## src/rtl/hsl_convert_sched_if.sv

```systemverilog
// Requester, result and converter signals of hsl_convert_sched.
// Stats ports exist only when HSL_SCHED_STATS_EN is defined.
interface hsl_convert_sched_if;
  logic        iValidA;
  logic [29:0] iHslA;
  logic        oReadyA;
  logic        oValidA;
  logic [29:0] oRgbA;
  logic        iReadyA;
  logic        iValidB;
  logic [29:0] iHslB;
  logic        oReadyB;
  logic        oValidB;
  logic [29:0] oRgbB;
  logic        iReadyB;
  logic [9:0]  oConvHue;
  logic [9:0]  oConvSat;
  logic [9:0]  oConvLight;
  logic [9:0]  iConvRed;
  logic [9:0]  iConvGreen;
  logic [9:0]  iConvBlue;
  logic        oBusy;
`ifdef HSL_SCHED_STATS_EN
  logic        iStatsClear;
  logic [15:0] oDoneCountA;
  logic [15:0] oDoneCountB;
  logic [15:0] oStallCount;
`endif

  modport master (
    output iValidA, iHslA, iReadyA, iValidB, iHslB, iReadyB,
    output iConvRed, iConvGreen, iConvBlue,
`ifdef HSL_SCHED_STATS_EN
    output iStatsClear,
    input  oDoneCountA, oDoneCountB, oStallCount,
`endif
    input  oReadyA, oValidA, oRgbA, oReadyB, oValidB, oRgbB,
    input  oConvHue, oConvSat, oConvLight, oBusy
  );

  modport slave (
    input  iValidA, iHslA, iReadyA, iValidB, iHslB, iReadyB,
    input  iConvRed, iConvGreen, iConvBlue,
`ifdef HSL_SCHED_STATS_EN
    input  iStatsClear,
    output oDoneCountA, oDoneCountB, oStallCount,
`endif
    output oReadyA, oValidA, oRgbA, oReadyB, oValidB, oRgbB,
    output oConvHue, oConvSat, oConvLight, oBusy
  );
endinterface

```

## src/rtl/hsl_convert_sched.sv

```systemverilog
// Round-robin sharing of one HSL->RGB converter between requesters A and B,
// with tagged write-back into credit-protected FIFOs. Optional: HSL_SCHED_STATS_EN.
module hsl_convert_sched #(
  parameter int unsigned CONV_LATENCY = 1,
  parameter int unsigned FIFO_DEPTH   = 4
) (
  input logic clock,
  input logic reset,
  hsl_convert_sched_if.slave bus
);
  localparam int unsigned PIPE = 1 + CONV_LATENCY;
  localparam int unsigned AW   = $clog2(FIFO_DEPTH);
  localparam int unsigned OW   = AW + 1;

  typedef enum logic {PREF_A, PREF_B} rr_t;
  rr_t rr_q, rr_d;

  logic [1:0]    req, dn_ready, eligible, grant, wr_en, pop, empty;
  logic [29:0]   hsl      [2];
  logic [29:0]   head     [2];
  logic [AW-1:0] wr_ptr   [2];
  logic [AW-1:0] rd_ptr   [2];
  logic [OW-1:0] occ      [2];
  logic [29:0]   mem      [2][FIFO_DEPTH];
  int unsigned   inflight [2];
  logic          tag_v    [PIPE];
  logic          tag_id   [PIPE];
  logic          pipe_busy;
  logic [29:0]   conv_q;
  logic [29:0]   wr_data;

  assign req      = {bus.iValidB, bus.iValidA};
  assign dn_ready = {bus.iReadyB, bus.iReadyA};
  assign hsl[0]   = bus.iHslA;
  assign hsl[1]   = bus.iHslB;
  assign wr_data  = {bus.iConvRed, bus.iConvGreen, bus.iConvBlue};

  always_comb begin
    inflight[0] = 0;
    inflight[1] = 0;
    pipe_busy   = 1'b0;
    for (int unsigned k = 0; k < PIPE; k++) begin
      pipe_busy = pipe_busy | tag_v[k];
      if (tag_v[k] && tag_id[k])  inflight[1] = inflight[1] + 1;
      if (tag_v[k] && !tag_id[k]) inflight[0] = inflight[0] + 1;
    end
  end

  // Credit is occupancy plus tags still in the pipe; a same-cycle pop is not credited.
  always_comb begin
    for (int unsigned i = 0; i < 2; i++) begin
      eligible[i] = req[i] && ((32'(occ[i]) + inflight[i]) < FIFO_DEPTH);
    end
  end

  always_ff @(posedge clock or posedge reset) begin
    if (reset) rr_q <= PREF_A;
    else       rr_q <= rr_d;
  end

  always_comb begin
    rr_d = rr_q;
    if (grant[0])      rr_d = PREF_B;
    else if (grant[1]) rr_d = PREF_A;
  end

  always_comb begin
    grant = '0;
    if (!reset) begin
      if (&eligible) grant = (rr_q == PREF_A) ? 2'b01 : 2'b10;
      else           grant = eligible;
    end
  end

  assign bus.oReadyA = grant[0];
  assign bus.oReadyB = grant[1];

  always_ff @(posedge clock or posedge reset) begin
    if (reset)       conv_q <= '0;
    else if (|grant) conv_q <= grant[1] ? hsl[1] : hsl[0];
  end

  assign bus.oConvHue   = conv_q[29:20];
  assign bus.oConvSat   = conv_q[19:10];
  assign bus.oConvLight = conv_q[9:0];

  always_ff @(posedge clock or posedge reset) begin
    if (reset) begin
      for (int unsigned k = 0; k < PIPE; k++) begin
        tag_v[k]  <= 1'b0;
        tag_id[k] <= 1'b0;
      end
    end else begin
      tag_v[0]  <= |grant;
      tag_id[0] <= grant[1];
      for (int unsigned k = 1; k < PIPE; k++) begin
        tag_v[k]  <= tag_v[k-1];
        tag_id[k] <= tag_id[k-1];
      end
    end
  end

  always_comb begin
    for (int unsigned i = 0; i < 2; i++) begin
      wr_en[i] = tag_v[PIPE-1] && (tag_id[PIPE-1] == 1'(i));
      empty[i] = (occ[i] == '0);
      pop[i]   = !empty[i] && dn_ready[i];
      head[i]  = empty[i] ? '0 : mem[i][rd_ptr[i]];
    end
  end

  always_ff @(posedge clock or posedge reset) begin
    if (reset) begin
      for (int unsigned i = 0; i < 2; i++) begin
        wr_ptr[i] <= '0;
        rd_ptr[i] <= '0;
        occ[i]    <= '0;
      end
    end else begin
      for (int unsigned i = 0; i < 2; i++) begin
        if (wr_en[i]) wr_ptr[i] <= wr_ptr[i] + 1'b1;
        if (pop[i])   rd_ptr[i] <= rd_ptr[i] + 1'b1;
        if (wr_en[i] && !pop[i])      occ[i] <= occ[i] + 1'b1;
        else if (pop[i] && !wr_en[i]) occ[i] <= occ[i] - 1'b1;
      end
    end
  end

  always_ff @(posedge clock) begin
    for (int unsigned i = 0; i < 2; i++) begin
      if (wr_en[i]) mem[i][wr_ptr[i]] <= wr_data;
    end
  end

  assign bus.oValidA = !empty[0];
  assign bus.oValidB = !empty[1];
  assign bus.oRgbA   = head[0];
  assign bus.oRgbB   = head[1];
  assign bus.oBusy   = pipe_busy || !(&empty);

`ifdef HSL_SCHED_STATS_EN
  logic [15:0] done_a, done_b, stalls;

  always_ff @(posedge clock or posedge reset) begin
    if (reset) begin
      done_a <= '0;
      done_b <= '0;
      stalls <= '0;
    end else if (bus.iStatsClear) begin
      done_a <= '0;
      done_b <= '0;
      stalls <= '0;
    end else begin
      if (pop[0]) done_a <= done_a + 16'd1;
      if (pop[1]) done_b <= done_b + 16'd1;
      if (|(req & ~grant)) stalls <= stalls + 16'd1;
    end
  end

  assign bus.oDoneCountA = done_a;
  assign bus.oDoneCountB = done_b;
  assign bus.oStallCount = stalls;
`endif
endmodule

```

## src/flat_wrapper.sv

```systemverilog
// flat-port wrapper written by rule: the top's interface ports become plain ports
module hsl_convert_sched_flat 
#(
  parameter int unsigned CONV_LATENCY = 1,
  parameter int unsigned FIFO_DEPTH   = 4
)
  (clock, reset, bus_iValidA, bus_iHslA, bus_iReadyA, bus_iValidB, bus_iHslB, bus_iReadyB, bus_iConvRed, bus_iConvGreen, bus_iConvBlue, bus_oReadyA, bus_oValidA, bus_oRgbA, bus_oReadyB, bus_oValidB, bus_oRgbB, bus_oConvHue, bus_oConvSat, bus_oConvLight, bus_oBusy);
  hsl_convert_sched_if bus_i ();
  input logic clock;
  input logic reset;
  input wire logic [$bits(bus_i.iValidA)-1:0] bus_iValidA;
  input wire logic [$bits(bus_i.iHslA)-1:0] bus_iHslA;
  input wire logic [$bits(bus_i.iReadyA)-1:0] bus_iReadyA;
  input wire logic [$bits(bus_i.iValidB)-1:0] bus_iValidB;
  input wire logic [$bits(bus_i.iHslB)-1:0] bus_iHslB;
  input wire logic [$bits(bus_i.iReadyB)-1:0] bus_iReadyB;
  input wire logic [$bits(bus_i.iConvRed)-1:0] bus_iConvRed;
  input wire logic [$bits(bus_i.iConvGreen)-1:0] bus_iConvGreen;
  input wire logic [$bits(bus_i.iConvBlue)-1:0] bus_iConvBlue;
  output wire logic [$bits(bus_i.oReadyA)-1:0] bus_oReadyA;
  output wire logic [$bits(bus_i.oValidA)-1:0] bus_oValidA;
  output wire logic [$bits(bus_i.oRgbA)-1:0] bus_oRgbA;
  output wire logic [$bits(bus_i.oReadyB)-1:0] bus_oReadyB;
  output wire logic [$bits(bus_i.oValidB)-1:0] bus_oValidB;
  output wire logic [$bits(bus_i.oRgbB)-1:0] bus_oRgbB;
  output wire logic [$bits(bus_i.oConvHue)-1:0] bus_oConvHue;
  output wire logic [$bits(bus_i.oConvSat)-1:0] bus_oConvSat;
  output wire logic [$bits(bus_i.oConvLight)-1:0] bus_oConvLight;
  output wire logic [$bits(bus_i.oBusy)-1:0] bus_oBusy;
  assign bus_i.iValidA = bus_iValidA;
  assign bus_i.iHslA = bus_iHslA;
  assign bus_i.iReadyA = bus_iReadyA;
  assign bus_i.iValidB = bus_iValidB;
  assign bus_i.iHslB = bus_iHslB;
  assign bus_i.iReadyB = bus_iReadyB;
  assign bus_i.iConvRed = bus_iConvRed;
  assign bus_i.iConvGreen = bus_iConvGreen;
  assign bus_i.iConvBlue = bus_iConvBlue;
  assign bus_oReadyA = bus_i.oReadyA;
  assign bus_oValidA = bus_i.oValidA;
  assign bus_oRgbA = bus_i.oRgbA;
  assign bus_oReadyB = bus_i.oReadyB;
  assign bus_oValidB = bus_i.oValidB;
  assign bus_oRgbB = bus_i.oRgbB;
  assign bus_oConvHue = bus_i.oConvHue;
  assign bus_oConvSat = bus_i.oConvSat;
  assign bus_oConvLight = bus_i.oConvLight;
  assign bus_oBusy = bus_i.oBusy;
  hsl_convert_sched #(.CONV_LATENCY(CONV_LATENCY), .FIFO_DEPTH(FIFO_DEPTH)) u_core (.clock(clock), .reset(reset), .bus(bus_i));
endmodule
```

## config.mk

```make
export PLATFORM = sky130hd
export DESIGN_NAME = hsl_convert_sched_flat
export DESIGN_NICKNAME = d
export VERILOG_FILES = /design/src/rtl/hsl_convert_sched_if.sv /design/src/rtl/hsl_convert_sched.sv /design/src/flat_wrapper.sv
export SDC_FILE = /design/constraint.sdc
export NUM_CORES = 1
export LEC_CHECK = 0
export CORE_UTILIZATION = 57
export DETAILED_ROUTE_END_ITERATION = 10
export PLACE_DENSITY = 0.88
export SLEW_MARGIN = 20
export SYNTH_ARGS = -nofsm -noshare
export SYNTH_HDL_FRONTEND = slang
export SYNTH_SLANG_ARGS = --single-unit
```

## constraint.sdc

```tcl
create_clock -name clock -period 6.5 [get_ports clock]
set_input_delay 1.95 -clock clock [delete_from_list [all_inputs] [get_ports clock]]
set_output_delay 1.95 -clock clock [all_outputs]
set_load 0.05 [all_outputs]
```

Yosys cells after proc, flatten, opt, wreduce, memory -nomap -nowiden
Memories as Yosys holds them, arrays and structs flattened.
Cells that the tools add are included.

operators by class
  add/subtract/negate cells = 12
  muxes and demuxes = 33
  $lt $le $gt $ge = 8
  bitwise operators = 6
  reductions and logical operators = 34

operator list
  operator                 number
  $mux W120                4
  $mux W30                 9
  $bmux W30 S2             2
  $demux W30 S2            2
  $reduce_or A120 Y1       1
  $add A3 B32 Y32          2
  $lt A32 B3 Y1 const B    2
  $mux W32                 2
  $add A32 B1 Y32 const B  1
  $logic_and A1 B1 Y1      15
  $ge A3 B3 Y1 const B     4
  $mux W3                  4
  $not A2 Y3               4
  $logic_not A1 Y1         9
  $add A2 B1 Y2 const B    4
  $mux W1                  7
  $add A3 B1 Y3 const B    2
  $logic_not A3 Y1         2
  $lt A3 B1 Y1 const B     2
  $mux W2                  3
  $reduce_bool A2 Y1       3
  $sub A3 B1 Y3 const B    2
  $reduce_and A2 Y1        2
  $add A1 B1 Y2 const B    1
  4 further kinds          4

storage, ports and cells
  output and inout port bits = 95
  input bits = 96
  word-level logic and storage cells = 106
  bits in writable memories = 240
  bits in registers = 49
  memories = 1

memories
  name        words  bits a word  rd ports  clocked after Yosys merged registers in  wr ports  line                     RTL
  u_core.mem  2      120          2         0                                        1         hsl_convert_sched.sv:24  logic [29:0] mem [2][FIFO_DEPTH];

Longest topological paths before layout
  depth after elaboration = 13
  mapped depth = 10
  depth with buffers taken out = 9

Worst setup path before layout
OpenSTA, ideal clock, no wires.

  path type = input to output
  start = input bus_iValidB
  end = output bus_oReadyB
  buffers on the path = 1
  arrival time = 3.534 ns
  slack = 1.016 ns
  required time = 4.550 ns
  cell stages on the path = 4
  cell sequence = or3b_4 or3_4 buf_6 nor2_1

between the ends
  cells in the longest elaborated chain, start to end = 4

ends and longest elaborated chain
  element                line                     RTL
  from (decl)            flat_wrapper.sv:14       input wire logic [$bits(bus_i.iValidB)-1:0] bus_iValidB;
  $logic_and A1 B1 Y1 *  hsl_convert_sched.sv:52  eligible[i] = req[i] && ((32'(occ[i]) + inflight[i]) < FIFO_DEPTH);
  $reduce_and A2 Y1      hsl_convert_sched.sv:70  if (&eligible) grant = (rr_q == PREF_A) ? 2'b01 : 2'b10;
  $mux W2 *              hsl_convert_sched.sv:70
  $mux W2 *              hsl_convert_sched.sv:69  if (!reset) begin
  to (decl)              flat_wrapper.sv:23       output wire logic [$bits(bus_i.oReadyB)-1:0] bus_oReadyB;

Every way passes the cells marked *; elsewhere a longest branch is shown, timed or not.

Worst setup path in the final report
  start = input bus_iValidA
  end = output bus_oReadyA

between the ends
  cells in the longest elaborated chain, start to end = 4

ends and longest elaborated chain
  element                line                     RTL
  from (decl)            flat_wrapper.sv:11       input wire logic [$bits(bus_i.iValidA)-1:0] bus_iValidA;
  $logic_and A1 B1 Y1 *  hsl_convert_sched.sv:52
  $reduce_and A2 Y1      hsl_convert_sched.sv:70
  $mux W2 *              hsl_convert_sched.sv:70
  $mux W2 *              hsl_convert_sched.sv:69
  to (decl)              flat_wrapper.sv:20       output wire logic [$bits(bus_i.oReadyA)-1:0] bus_oReadyA;

Marks and branches as above.

==> results_dict.tcl <==
set metrics [dict create \
    drcViolationCount 0 \
    diodes 0 \
    core_sq_mm 0.0197 \
    cts_hold_buf 0 \
    skew_ps 35.3 \
    critPathLaunchType "primary input" \
    hold_path.class "flip-flop to flip-flop" \
    grt_pass1_vias 7077 \
    syn2layout_area_growth_pct 27.0 \
    slowest_delay_ps 840 \
    drt-initial-drc-count 496 \
    synth-simple-area-share 0.0637 \
    io_pins 191 \
    tritoncts "yes" \
    fin_util 0.749 \
    ir_drop_v 0.000514 \
    grt_first_pass_wirelength_mm 39.5 \
    layout_commonest_cell "edfxtp_1" \
    ctsHtreeMaxLevel 1 \
    cts_resized 0 \
    syn-mean-instance-area_sq_um 17.8 \
    netlist_area_sq_mm 0.0116 \
    drt_pass1_iterations 5 \
    p_leak_nw 5.01 \
    nets 950 \
    path_clk_slew_ps 60 \
    synth_top_family_by_area "multiplexers" \
    synth-adder-area-share 0.0185 \
    drive_above_1_share 0.156 \
    wl_mm 26.2 \
    vias 6806 \
    place_area_sq_mm 0.0138 \
    cts-root-buf "clkbuf_16" \
    die_area_sq_mm 0.0210 \
    setup_ws_ps 486 \
    worstPathCellList "clkdlybuf4s50_1 > nand2b_1 > or4_1 > a21oi_1 > clkdlybuf4s50_1" \
    final_antenna_net_count 0 \
    num_rows 51 \
    port_buffers 190 \
    crit_top_cell "clkdlybuf4s50_1" \
    synth-seq-area-share 0.725 \
    multi_input_area_sq_mm 0.00300 \
    relSlewSlack 0.331 \
    rsz0062_at_grt "false" \
    synth_xor_area_frac 0.00903 \
    layoutNonFillerInstCount 1125 \
    cp.required_ps 4550 \
    synth_seq_cells 289 \
    fmax_ghz 0.166 \
    die_y_microns 145 \
    setup_viol 0 \
    finalHoldViolCount 0 \
    cts_sinks 289 \
    crit_slowest_cell "clkdlybuf4s50_1" \
    end_kind "output pin" \
    start_util 0.590 \
    nFillCells 1095 \
    synthMuxAreaShare 0.118 \
    yosysUniqueCellTypes 32 \
    tns_ps 0 \
    cts.path.max_buffers 3 \
    antenna_found_initial 0 \
    fin_area_sq_mm 0.0148 \
    worst_slew_pin_slew_ps 1000 \
    slew_violations 0 \
    synth_cells 652 \
    fin_crit_ps 6010 \
    cts_made_buffers 28 \
    grt_overflow 0 \
    vias_per_cell 6.05 \
    crit_type "primary input to output pin" \
    outcome "completed" \
    avgRoutedWirePerCell_microns 23.3 \
    place_inst 1071 \
    dp_hpwl_mm 15.2 \
    synth.net_count 764 \
    yosysWarnings 0 \
    synth_compound_area_frac 0.0453 \
    fp.dieW_microns 145 \
    gp_congestion 0.793 \
    power.density_mw_per_mm2 519 \
    maxCapViolations 0 \
    crit_arrival_ps 4060 \
    timing.final.crit_share 0.925 \
    grt_max_degree 80 \
    grt_use_total 0.260 \
    clock_latency_ps 560 \
    post_cts_buffers 0 \
    mostFrequentLayoutCells "240 x edfxtp_1, 189 x clkdlybuf4s50_1, 61 x and2_1" \
    ff_latch_area_sq_mm 0.00844 \
    dp_slack_ps 525 \
    cp_max_fo 4 \
]
==> worst paths after layout <==
path,to,cells after the start,slack (ps),startpoint
hold reg to reg,u_core.tag_v[0],0,410,u_core.tag_v[1]
hold / removal,u_core.tag_v[0],0,410,u_core.tag_v[1]
setup reg to reg,u_core.conv_q[2],9,3010,u_core.tag_v[0]
setup / recovery,bus_oReadyA,5,490,bus_iValidA
min in group asynchronous,u_core.conv_q[24],3,2150,reset
max in group asynchronous,u_core.rd_ptr[2],3,3750,reset
==> layout make-up <==
| cell class | instances | area share |
|---|---|---|
| well taps | 265 | 0.0224 |
| clock buffers | 32 | 0.0506 |
| inverters | 9 | 0.00229 |
| repair buffers | 200 | 0.135 |
| clock inverters | 20 | 0.0157 |
| flip-flops and latches | 289 | 0.571 |
| multi-input cells | 310 | 0.203 |
==> synthesized netlist by cell type (all sizes together) <==
cell,n,share of area
and2,65,0.035
nand2,6,0.0019
nor4,1,0.0011
nor3,1,0.00086
nor2,4,0.0013
o21ai,32,0.014
edfxtp,240,0.62
ha,14,0.015
xor2,4,0.0030
xnor2,8,0.0060
dfrtp,49,0.11
or4,3,0.0019
mux2,2,0.0019
nand2b,1,0.00054
or3b,1,0.00097
fa,2,0.0034
nand3,32,0.014
a31oi,30,0.016
or3,3,0.0020
o32ai,1,0.0014
inv,9,0.0029
a21oi,31,0.013
nor2b,2,0.0011
clkbuf,22,0.0071
and3,6,0.0032
a21o,1,0.00065
buf,22,0.011
mux4,60,0.12
==> layer usage <==
metal	GRT usage	routed length, microns	part of all wire
met5	0	0	0
met4	0.0825	618	0.024
met3	0.0533	1940	0.074
met2	0.462	13700	0.52
met1	0.319	10000	0.38
==> kinds of logic after synthesis <==
family | Yosys count
XOR/XNOR | 12
AO/OA/AOI/OAI | 95
adder cells (fa/ha/maj) | 16
multiplexers | 62
AND/OR/NAND/NOR | 125
flip-flops | 289
buffers and inverters | 53
==> sequential cells by signal, indices dropped and copies added, names as in the netlist <==
name	flops
u_core.occ	6
u_core.rr_q	1
u_core.rd_ptr	4
u_core.tag_id	2
u_core.mem	240
u_core.tag_v	2
u_core.wr_ptr	4
u_core.conv_q	30
==> report_power, final <==
part | switching, W | leakage (nW) | total, W | internal [W]
Sequential | 0.000242 | 2.73 | 0.00252 | 0.00227
Clock | 0.000688 | 0.470 | 0.00171 | 0.00102
Combinational | 0.00215 | 1.81 | 0.00344 | 0.00129
Total | 0.00308 | 5.01 | 0.00767 | 0.00459
==> worst max-delay path: cells and delay by family <==
family          cells  cell delay, ps
simple gates        2             610
compound gates      1             190
buf+inv             2            1310
==> per-stage QoR <==
stage,hold slack [ps],power [W]
2_1_floorplan,367,0.00484
3_3_place_gp,397,0.00587
3_5_place_dp,393,0.00597
4_1_cts,411,0.00769
5_1_grt,427,0.00795
6_report,412,0.00767
No activity file was read; power rests on OpenSTA's default activity.
==> variant, RTL diff (same settings) <==
Put a register stage on the output `bus.oRgbA`, without a reset. The value now appears one clock later.
--- a/src/rtl/hsl_convert_sched.sv
+++ b/src/rtl/hsl_convert_sched.sv
@@ -134,7 +134,9 @@
 
   assign bus.oValidA = !empty[0];
   assign bus.oValidB = !empty[1];
-  assign bus.oRgbA   = head[0];
+  always_ff @(posedge clock) begin
+    bus.oRgbA <= head[0];
+  end
   assign bus.oRgbB   = head[1];
   assign bus.oBusy   = pipe_busy || !(&empty);
 
Behaviour: not the same (Yosys sat finds a counterexample within 4 cycles, from zero or initial values and one cycle with reset high).
==> variant against the original RTL <==
Critical path depth shrank 1; cell count grew 4.1%; sequential share of layout area grew 1.1 points; design area grew 5.2%; combinational power shrank 9.3%; wire length shrank 0.29%; total power grew 3.9%; via count grew 1.4%; setup slack lost 0.013 ns; synthesized area grew 5.2%; utilization shrank 1.0 points; register-to-register slack gained 0.31 ns; critical endpoint unchanged; sequential cell count grew 30; count of clock-buffer cells in the layout is the same.
==> variant: results (changes against the original RTL) <==
largest cells by area after synthesis edfxtp_1 59%, mux4_2 11%, dfrtp_1 10%; Hold Worst Slack 0.404 ns (-0.00882 ns); Syn Inst Count 682 (+4.6%); Placement Setup Slack 0.500 ns (-0.0257 ns); share of cells above drive strength 1 0.160 (+0.00396); Via-to-Cell Ratio 5.89 (-2.6%); worst reg2reg setup slack 3.32 ns (+0.31 ns); routed length on met3 1820 um (-6.3%); worst vdd ir 335 uV (-35%); outcome finished, final reports clean; Critical path origin reset; Net Count, Synth 794 (+3.9%); CTS buffer count 31 (+11%); Static Leak 5.34 nW (+6.6%); WHS Endpoint u_core.tag_id[0]; Clock Power 0.00197 W (+15%); WL per Instance 22.3 um (-4.2%); P_comb 0.00312 W (-9.3%); Hold Startpoint u_core.tag_id[1]; Iter 0 DRT Violations 529 (+6.7%); gr usage total 0.244 (-0.0155); Clock Skew 0.0217 ns (-0.0136 ns); dpl cells 1110 (+3.6%); P_sw 0.00298 W (-3.3%); fraction of registers with async set/reset 0.154 (-0.0159); Post-DP Area 14400 um2 (+4.3%); synth unique cells 33 (+3.1%); # nets final 982 (+3.4%); Seq/Total Area, Yosys 0.738 (+0.0135)
variant: changes by cell type after synthesis:
cell,change
buf_1,-2
clkbuf_1,+2
dfxtp_1,+30
variant: logic make-up after synthesis:
kind of cell / count (synthesis) / synth area share
AND/OR/NAND/NOR: 125 / 0.0605
flip-flops: 319 / 0.738
AO/OA/AOI/OAI: 95 / 0.0431
buffers and inverters: 53 / 0.0196
XOR/XNOR: 12 / 0.00859
adder cells (fa/ha/maj): 16 / 0.0176
multiplexers: 62 / 0.112
variant: final cells by class:
| class | instances | area [um2] |
|---|---|---|
| Antenna cell | 1 | 2.50 |
| Tap cell | 275 | 344 |
| Timing Repair Buffer | 199 | 1980 |
| Clock buffer | 32 | 790 |
| Multi-Input combinational cell | 310 | 3000 |
| Inverter | 9 | 33.8 |
| Sequential cell | 319 | 9040 |
| Fill cell | 1196 | 5480 |
| Clock inverter | 26 | 352 |
variant: layer usage:
metal,track usage,vias up
li1,-,3024
met1,0.303,3524
met2,0.439,312
met3,0.0439,42
met4,0.0691,0
met5,0,-
